## src/rtl/regfile_pkg.sv

```systemverilog
// Shared types and default sizing for the multi-port register file.
package regfile_pkg;

    localparam int XLEN_DEF = 32;
    localparam int NREG_DEF = 32;

    typedef enum logic {
        IDLE  = 1'b0,
        CLEAR = 1'b1
    } state_t;

endpackage

```

## src/rtl/regfile_wr_arb.sv

```systemverilog
// Per-address write arbitration: which port wins each address, and whether
// two enabled ports collided on the same nonzero address.
module regfile_wr_arb
    import regfile_pkg::*;
#(
    parameter int  NREG = NREG_DEF,
    parameter int  NWR  = 2,
    localparam int AW   = $clog2(NREG),
    localparam int PW   = (NWR > 1) ? $clog2(NWR) : 1
) (
    input  logic [NWR-1:0]     wr_en,
    input  logic [NWR*AW-1:0]  wr_addr,
    output logic [NREG-1:0]    hit,
    output logic [NREG*PW-1:0] sel,
    output logic               conflict
);

    logic match_s;

    // Later ports overwrite earlier ones, so the highest-index match wins.
    always_comb begin
        hit      = {NREG{1'b0}};
        sel      = {(NREG*PW){1'b0}};
        conflict = 1'b0;
        match_s  = 1'b0;
        for (int a = 1; a < NREG; a++) begin
            for (int p = 0; p < NWR; p++) begin
                match_s         = wr_en[p] && (wr_addr[p*AW +: AW] == AW'(a));
                hit[a]          = hit[a] | match_s;
                sel[a*PW +: PW] = match_s ? PW'(p) : sel[a*PW +: PW];
            end
        end
        for (int i = 0; i < NWR; i++) begin
            for (int j = i + 1; j < NWR; j++) begin
                conflict = conflict |
                           (wr_en[i] & wr_en[j] &
                            (wr_addr[i*AW +: AW] == wr_addr[j*AW +: AW]) &
                            (wr_addr[i*AW +: AW] != {AW{1'b0}}));
            end
        end
    end

endmodule

```

## src/rtl/regfile_mp.sv

```systemverilog
// Multi-port register file with hardwired x0, optional write-to-read bypass
// and a sequential clear engine that also runs after every reset.
module regfile_mp
    import regfile_pkg::*;
#(
    parameter int  XLEN   = XLEN_DEF,
    parameter int  NREG   = NREG_DEF,
    parameter int  NRD    = 2,
    parameter int  NWR    = 2,
    parameter int  BYPASS = 1,
    localparam int AW     = $clog2(NREG)
) (
    input  logic                clk,
    input  logic                reset_n,
    input  logic [NRD*AW-1:0]   rd_addr,
    output logic [NRD*XLEN-1:0] rd_data,
    input  logic [NWR-1:0]      wr_en,
    input  logic [NWR*AW-1:0]   wr_addr,
    input  logic [NWR*XLEN-1:0] wr_data,
    input  logic                clr_req,
    output logic                busy,
    output logic                wr_conflict
);

    localparam int             PW       = (NWR > 1) ? $clog2(NWR) : 1;
    localparam logic [AW-1:0]  CNT_ONE  = AW'(1'b1);
    localparam logic [AW-1:0]  CNT_LAST = AW'(NREG - 1);

    state_t               state_r;
    logic [AW-1:0]        cnt_r;
    logic                 wr_conflict_r;
    logic [XLEN-1:0]      mem_r [NREG];
    logic                 busy_s;
    logic [NWR-1:0]       wr_en_s;
    logic [NREG-1:0]      hit_s;
    logic [NREG*PW-1:0]   sel_s;
    logic                 conflict_s;
    logic [AW-1:0]        rd_a_s;

    assign busy_s      = (state_r == CLEAR);
    assign busy        = busy_s;
    assign wr_conflict = wr_conflict_r;
    // Gating the enables here silences both storage writes and bypass while clearing.
    assign wr_en_s     = busy_s ? {NWR{1'b0}} : wr_en;

    regfile_wr_arb #(
        .NREG (NREG),
        .NWR  (NWR)
    ) u_wr_arb (
        .wr_en    (wr_en_s),
        .wr_addr  (wr_addr),
        .hit      (hit_s),
        .sel      (sel_s),
        .conflict (conflict_s)
    );

    // Clear sequencer and registered collision flag.
    always_ff @(posedge clk or negedge reset_n) begin
        if (!reset_n) begin
            state_r       <= CLEAR;
            cnt_r         <= CNT_ONE;
            wr_conflict_r <= 1'b0;
        end else begin
            case (state_r)
                IDLE: begin
                    if (clr_req) begin
                        state_r       <= CLEAR;
                        cnt_r         <= CNT_ONE;
                        wr_conflict_r <= 1'b0;
                    end else begin
                        wr_conflict_r <= conflict_s;
                    end
                end
                CLEAR: begin
                    wr_conflict_r <= 1'b0;
                    if (cnt_r == CNT_LAST) begin
                        state_r <= IDLE;
                    end else begin
                        cnt_r <= cnt_r + CNT_ONE;
                    end
                end
                default: begin
                    state_r       <= CLEAR;
                    cnt_r         <= CNT_ONE;
                    wr_conflict_r <= 1'b0;
                end
            endcase
        end
    end

    // Storage array; deliberately not reset, the clear sequence zeroes it.
    always_ff @(posedge clk) begin
        if (busy_s) begin
            mem_r[cnt_r] <= {XLEN{1'b0}};
        end else begin
            for (int a = 1; a < NREG; a++) begin
                if (hit_s[a]) begin
                    mem_r[a] <= wr_data[int'(sel_s[a*PW +: PW])*XLEN +: XLEN];
                end
            end
        end
    end

    // Combinational read ports with x0, busy/reset masking and optional bypass.
    always_comb begin
        rd_data = {(NRD*XLEN){1'b0}};
        rd_a_s  = {AW{1'b0}};
        for (int r = 0; r < NRD; r++) begin
            rd_a_s = rd_addr[r*AW +: AW];
            if (!reset_n || busy_s || (rd_a_s == {AW{1'b0}})) begin
                rd_data[r*XLEN +: XLEN] = {XLEN{1'b0}};
            end else if ((BYPASS != 32'sd0) && hit_s[rd_a_s]) begin
                rd_data[r*XLEN +: XLEN] =
                    wr_data[int'(sel_s[int'(rd_a_s)*PW +: PW])*XLEN +: XLEN];
            end else begin
                rd_data[r*XLEN +: XLEN] = mem_r[rd_a_s];
            end
        end
    end

endmodule

```

## config.mk

```make
export PLATFORM = sky130hd
export DESIGN_NAME = regfile_mp
export DESIGN_NICKNAME = d
export VERILOG_FILES = /design/src/rtl/regfile_pkg.sv /design/src/rtl/regfile_wr_arb.sv /design/src/rtl/regfile_mp.sv
export SDC_FILE = /design/constraint.sdc
export NUM_CORES = 2
export LEC_CHECK = 0
export ABC_CLOCK_PERIOD_IN_PS = 11100
export CORE_MARGIN = 2
export CORE_UTILIZATION = 36
export CTS_BUF_LIST = sky130_fd_sc_hd__clkbuf_4 sky130_fd_sc_hd__clkbuf_8
export CTS_CLUSTER_SIZE = 8
export DETAILED_ROUTE_END_ITERATION = 10
export SLEW_MARGIN = 20
export SYNTH_ARGS = -nofsm -noshare
export SYNTH_HDL_FRONTEND = slang
export SYNTH_SLANG_ARGS = --single-unit
export TNS_END_PERCENT = 50
```

## constraint.sdc

```tcl
create_clock -name clk -period 11.1 [get_ports clk]
set_input_delay 3.33 -clock clk [delete_from_list [all_inputs] [get_ports clk]]
set_output_delay 3.33 -clock clk [all_outputs]
set_load 0.005 [all_outputs]
```

==> results.md <==
- Pwr Density: roughly 130 nW/um2
- First-pass GRT wire length: about 400 mm
- Min Tclk post-route: about 11 ns
- Ys Warns: 0
- DRT antenna net count: 0
- Post-synth cell types: 67
- Synthesized instance count: 6,131
- Internal: 6670 uW
- Mapped cell area: 64,100 um2
- Hold Path Stages: 2
- Vias/cell: roughly 6.6
- Remaining global-route overflow: 0
- Reg2reg path depth: 3
- Number of CTS-inserted buffers: between 150 and 200
- Cts repair resizes: 0
- # DRC: 0
- Peak VDD IR: 0.129 mV
- Post-synth top area cell: edfxtp_1
- GRT Max-Usage Layer: met2
- NetSw: 3060 uW
- Antenna violations before repair: 16
- Worst-path clk slew: 0.05 ns
- RSZ-0062 raised after global routing: false
- Routed len/inst: 35.4 um
- Fin util: about two fifths
- RR Endpoint: mem_r[15][31]
- Worst r2r src: busy
- Sw frac: 31.4%
- Starting Density: 36.3%
- I/O Pins: 155
- Setup slack, reg-to-reg: 7.58 ns
- Post-layout nets: about 6,000
- Post-synth EDFFs: 992
- Max Cap Viol: 0
- Setup CP Type: in2out
- Gr usage total: 32.4%
- Avg Inst Size Synth: ~10 um2
- Worst EP arrival: 7.59 ns
- Clock share of power: 35.7%
- Clock Path Buffers: 3
- Seq/Total Area, Yosys: 46.7%
- CP endpoint kind: output pin
- Final hold vios: 0
- WHS: 0.549 ns
- Fmax: 91.6 MHz
- CTS tree: built
- Least-Margin Pin Slew: approximately 1.3 ns
- Number of synthesized register bits: 999
- Dpl hpwl: 170 mm
- Layout cells sized above 1: 21.5%
- Largest net degree at the start of global routing: 74
- Synth top area share: 46.5%
- Reg power frac: 46.2%
- Top FF cell, synth: edfxtp_1
- CP Data Required Time: 7.77 ns
- H-tree depth: 4
- Vias in the first global route: between 50,000 and 60,000
- Total Wirelength: 299 mm
- Cell Count Post-Placement: 8,136
- Post-CTS Setup Repair Bufs: 0
- DIE AREA: 181,000 um2
- Clock latency on the worst-skew pair: 1.00 ns
- Syn nets: ~6,200
- Chip height: 426 um
- Core Box Area: 176,000 um2
- Status: complete, no violations
- Final setup TNS: 0 ns
- Pre-antenna DRT Iters: 8
- Final Wtd Congestion: 0.970
- Post-synth ARST share: 0.701%
- Crit path from: wr_addr[6]
- Routed vias: 55,692
- Hold EP: cnt_r[0]
- Endpoints failing setup: 0
- Crit-path max FO: 23
- Root Driver: clkbuf_8
- Non-Filler Instances: roughly 8,500
- Met2 usage: 45.2%
- Comb pwr share: 18.1%
- GRT met1 Usage: 39.6%
- Leakage power: 0.0265 uW
- Final Max Tran Viols: 0
- TritonCTS Sinks: ~1,000
- Rows: 154
- DR iter-0 viols: 10,563
- Period utilisation layout: 98.4%
- Crit start category: primary input
- Die span in x: 426 um
- Port bufs: roughly 150
- Layout Skew: 0.0451 ns
- Top area cells in the synthesized netlist: edfxtp_1, mux4_2, nand2_1
- Worst Min Path Start: cnt_r[0]
- Synthesis-to-finish area growth: 12.7%
- Slew margin rel.: 11.3%
- Grt met3 use: 13.8%
- Filler cells: between 15,000 and 20,000
- Worst Hold Class: reg2reg
-- synthesized netlist by cell type (3+ instances only) --
cell type / number
nand2_1: 2097
a21oi_1: 1000
edfxtp_1: 992
clkbuf_1: 608
mux4_2: 551
mux2i_1: 194
buf_1: 127
nor2_1: 74
o21ai_0: 69
mux2_2: 68
a22oi_1: 54
a22o_1: 33
mux2_1: 33
o211ai_1: 32
buf_2: 25
nor2b_1: 16
a221oi_1: 9
nand3_1: 9
xnor2_1: 9
a32oi_1: 8
inv_1: 8
and3b_1: 6
nand2b_1: 6
nand3b_1: 6
o22ai_1: 6
and3_1: 5
dfrtp_1: 5
ha_1: 5
nor4bb_1: 5
and4b_1: 4
buf_6: 4
nor3_1: 4
or3_1: 4
a2111oi_0: 3
buf_4: 3
nor3b_1: 3
nor4b_1: 3
-- worst max path at each step --
| stage | endpoint | slack (ns) | cells past startpoint |
|---|---|---|---|
| after floorplan | rd_data[10] | 1.79 | 11 |
| after global placement | rd_data[63] | 0.27 | 11 |
| after detailed placement | rd_data[53] | 0.30 | 11 |
| after CTS | rd_data[53] | 0.28 | 11 |
| after global routing | rd_data[53] | 0.008 | 11 |
| final | rd_data[53] | 0.18 | 12 |
-- power by group through the flow --
stage | clock [uW] | sequential, uW | combinational [uW]
finish | 3470 | 4490 | 1760
global route | 3610 | 4510 | 1780
CTS | 3440 | 4490 | 1680
detailed placement | 0 | 4570 | 1680
global placement | 0 | 4550 | 1660
floorplan | 0 | 4560 | 917
-- cells in the final DEF (no fill, tap or decap), types with 7 or more instances in the layout --
| cell type | instances |
|---|---|
| a21oi_1 | 997 |
| a221oi_1 | 9 |
| a22o_1 | 33 |
| a22oi_1 | 32 |
| a22oi_2 | 24 |
| buf_12 | 13 |
| buf_4 | 266 |
| clkbuf_4 | 70 |
| clkbuf_8 | 178 |
| clkdlybuf4s50_1 | 144 |
| clkinv_1 | 39 |
| clkinv_2 | 9 |
| diode_2 | 13 |
| edfxtp_1 | 992 |
| inv_1 | 7 |
| mux2_1 | 33 |
| mux2_2 | 68 |
| mux2i_1 | 194 |
| mux4_2 | 551 |
| nand2_1 | 2081 |
| nand2_2 | 11 |
| nand3_1 | 9 |
| nor2_1 | 42 |
| nor2_4 | 32 |
| nor2b_1 | 14 |
| o211ai_1 | 32 |
| o21ai_0 | 38 |
| o21ai_4 | 31 |
| xnor2_1 | 9 |
-- flip-flops by register name, indices dropped and copies added (netlist names) --
name and count:
busy 1, cnt_r 5, mem_r 992, wr_conflict 1
-- repair_timing --
item / CTS / global route
hold endpoints to repair: 0 / 0
endpoints found under the setup margin: 0 / 1
hold buffers: 0 / 0
-- critical path, cell delays in order --
cell and delay (ns):
clkdlybuf4s50_1 0.85, and3b_1 0.45, buf_4 0.23, a32oi_4 0.07
mux2_1 0.33, a311oi_1 0.38, o22ai_1 0.26, a211oi_4 0.38
buf_12 0.30, mux2i_1 0.24, buf_4 0.22, clkdlybuf4s50_1 0.53
-- cell type report --
class / count / area, um2 / share of cell area (%)
Antenna cell: 13 / 32.5 / 0.0450
Clock buffer: 248 / 2980 / 4.12
Clock inverter: 61 / 353 / 0.488
Inverter: 9 / 35.0 / 0.0485
Multi-Input combinational cell: 4356 / 32200 / 44.5
Sequential cell: 999 / 30000 / 41.5
Tap cell: 2340 / 2930 / 4.05
Timing Repair Buffer: 432 / 3810 / 5.27
-- per-layer routing --
layer  vias up  wire length, um
met4        20            25900
li1      21956                -
met5         -              337
met1     26867            97400
met2      5663           124000
met3      1186            52100
-- logic make-up (layout without fill, tap and decap cells) --
| group | Yosys count | count (layout) | share of synthesized area, % |
|---|---|---|---|
| AO/OA/AOI/OAI | 1230 | 1230 | 10.4 |
| AND/OR/NAND/NOR | 2264 | 2264 | 13.8 |
| adder cells (fa/ha/maj) | 5 | 5 | 0.0976 |
| XOR/XNOR | 11 | 11 | 0.150 |
| multiplexers | 846 | 846 | 24.2 |
| other | 0 | 13 | 0 |
| buffers and inverters | 776 | 750 | 4.66 |
| flip-flops | 999 | 999 | 46.7 |
-- metrics by stage --
| step | total power, uW | cell area, um2 | worst slack, ns |
|---|---|---|---|
| 3_5_place_dp | 6250 | 68900 | 0.301 |
| 4_1_cts | 9610 | 72200 | 0.282 |
| 6_report | 9720 | 72300 | 0.183 |
| 3_3_place_gp | 6220 | 68900 | 0.271 |
| 5_1_grt | 9900 | 72200 | 0.00850 |
| 2_1_floorplan | 5470 | 64100 | 1.79 |
Power figures use the tool's default switching activity.
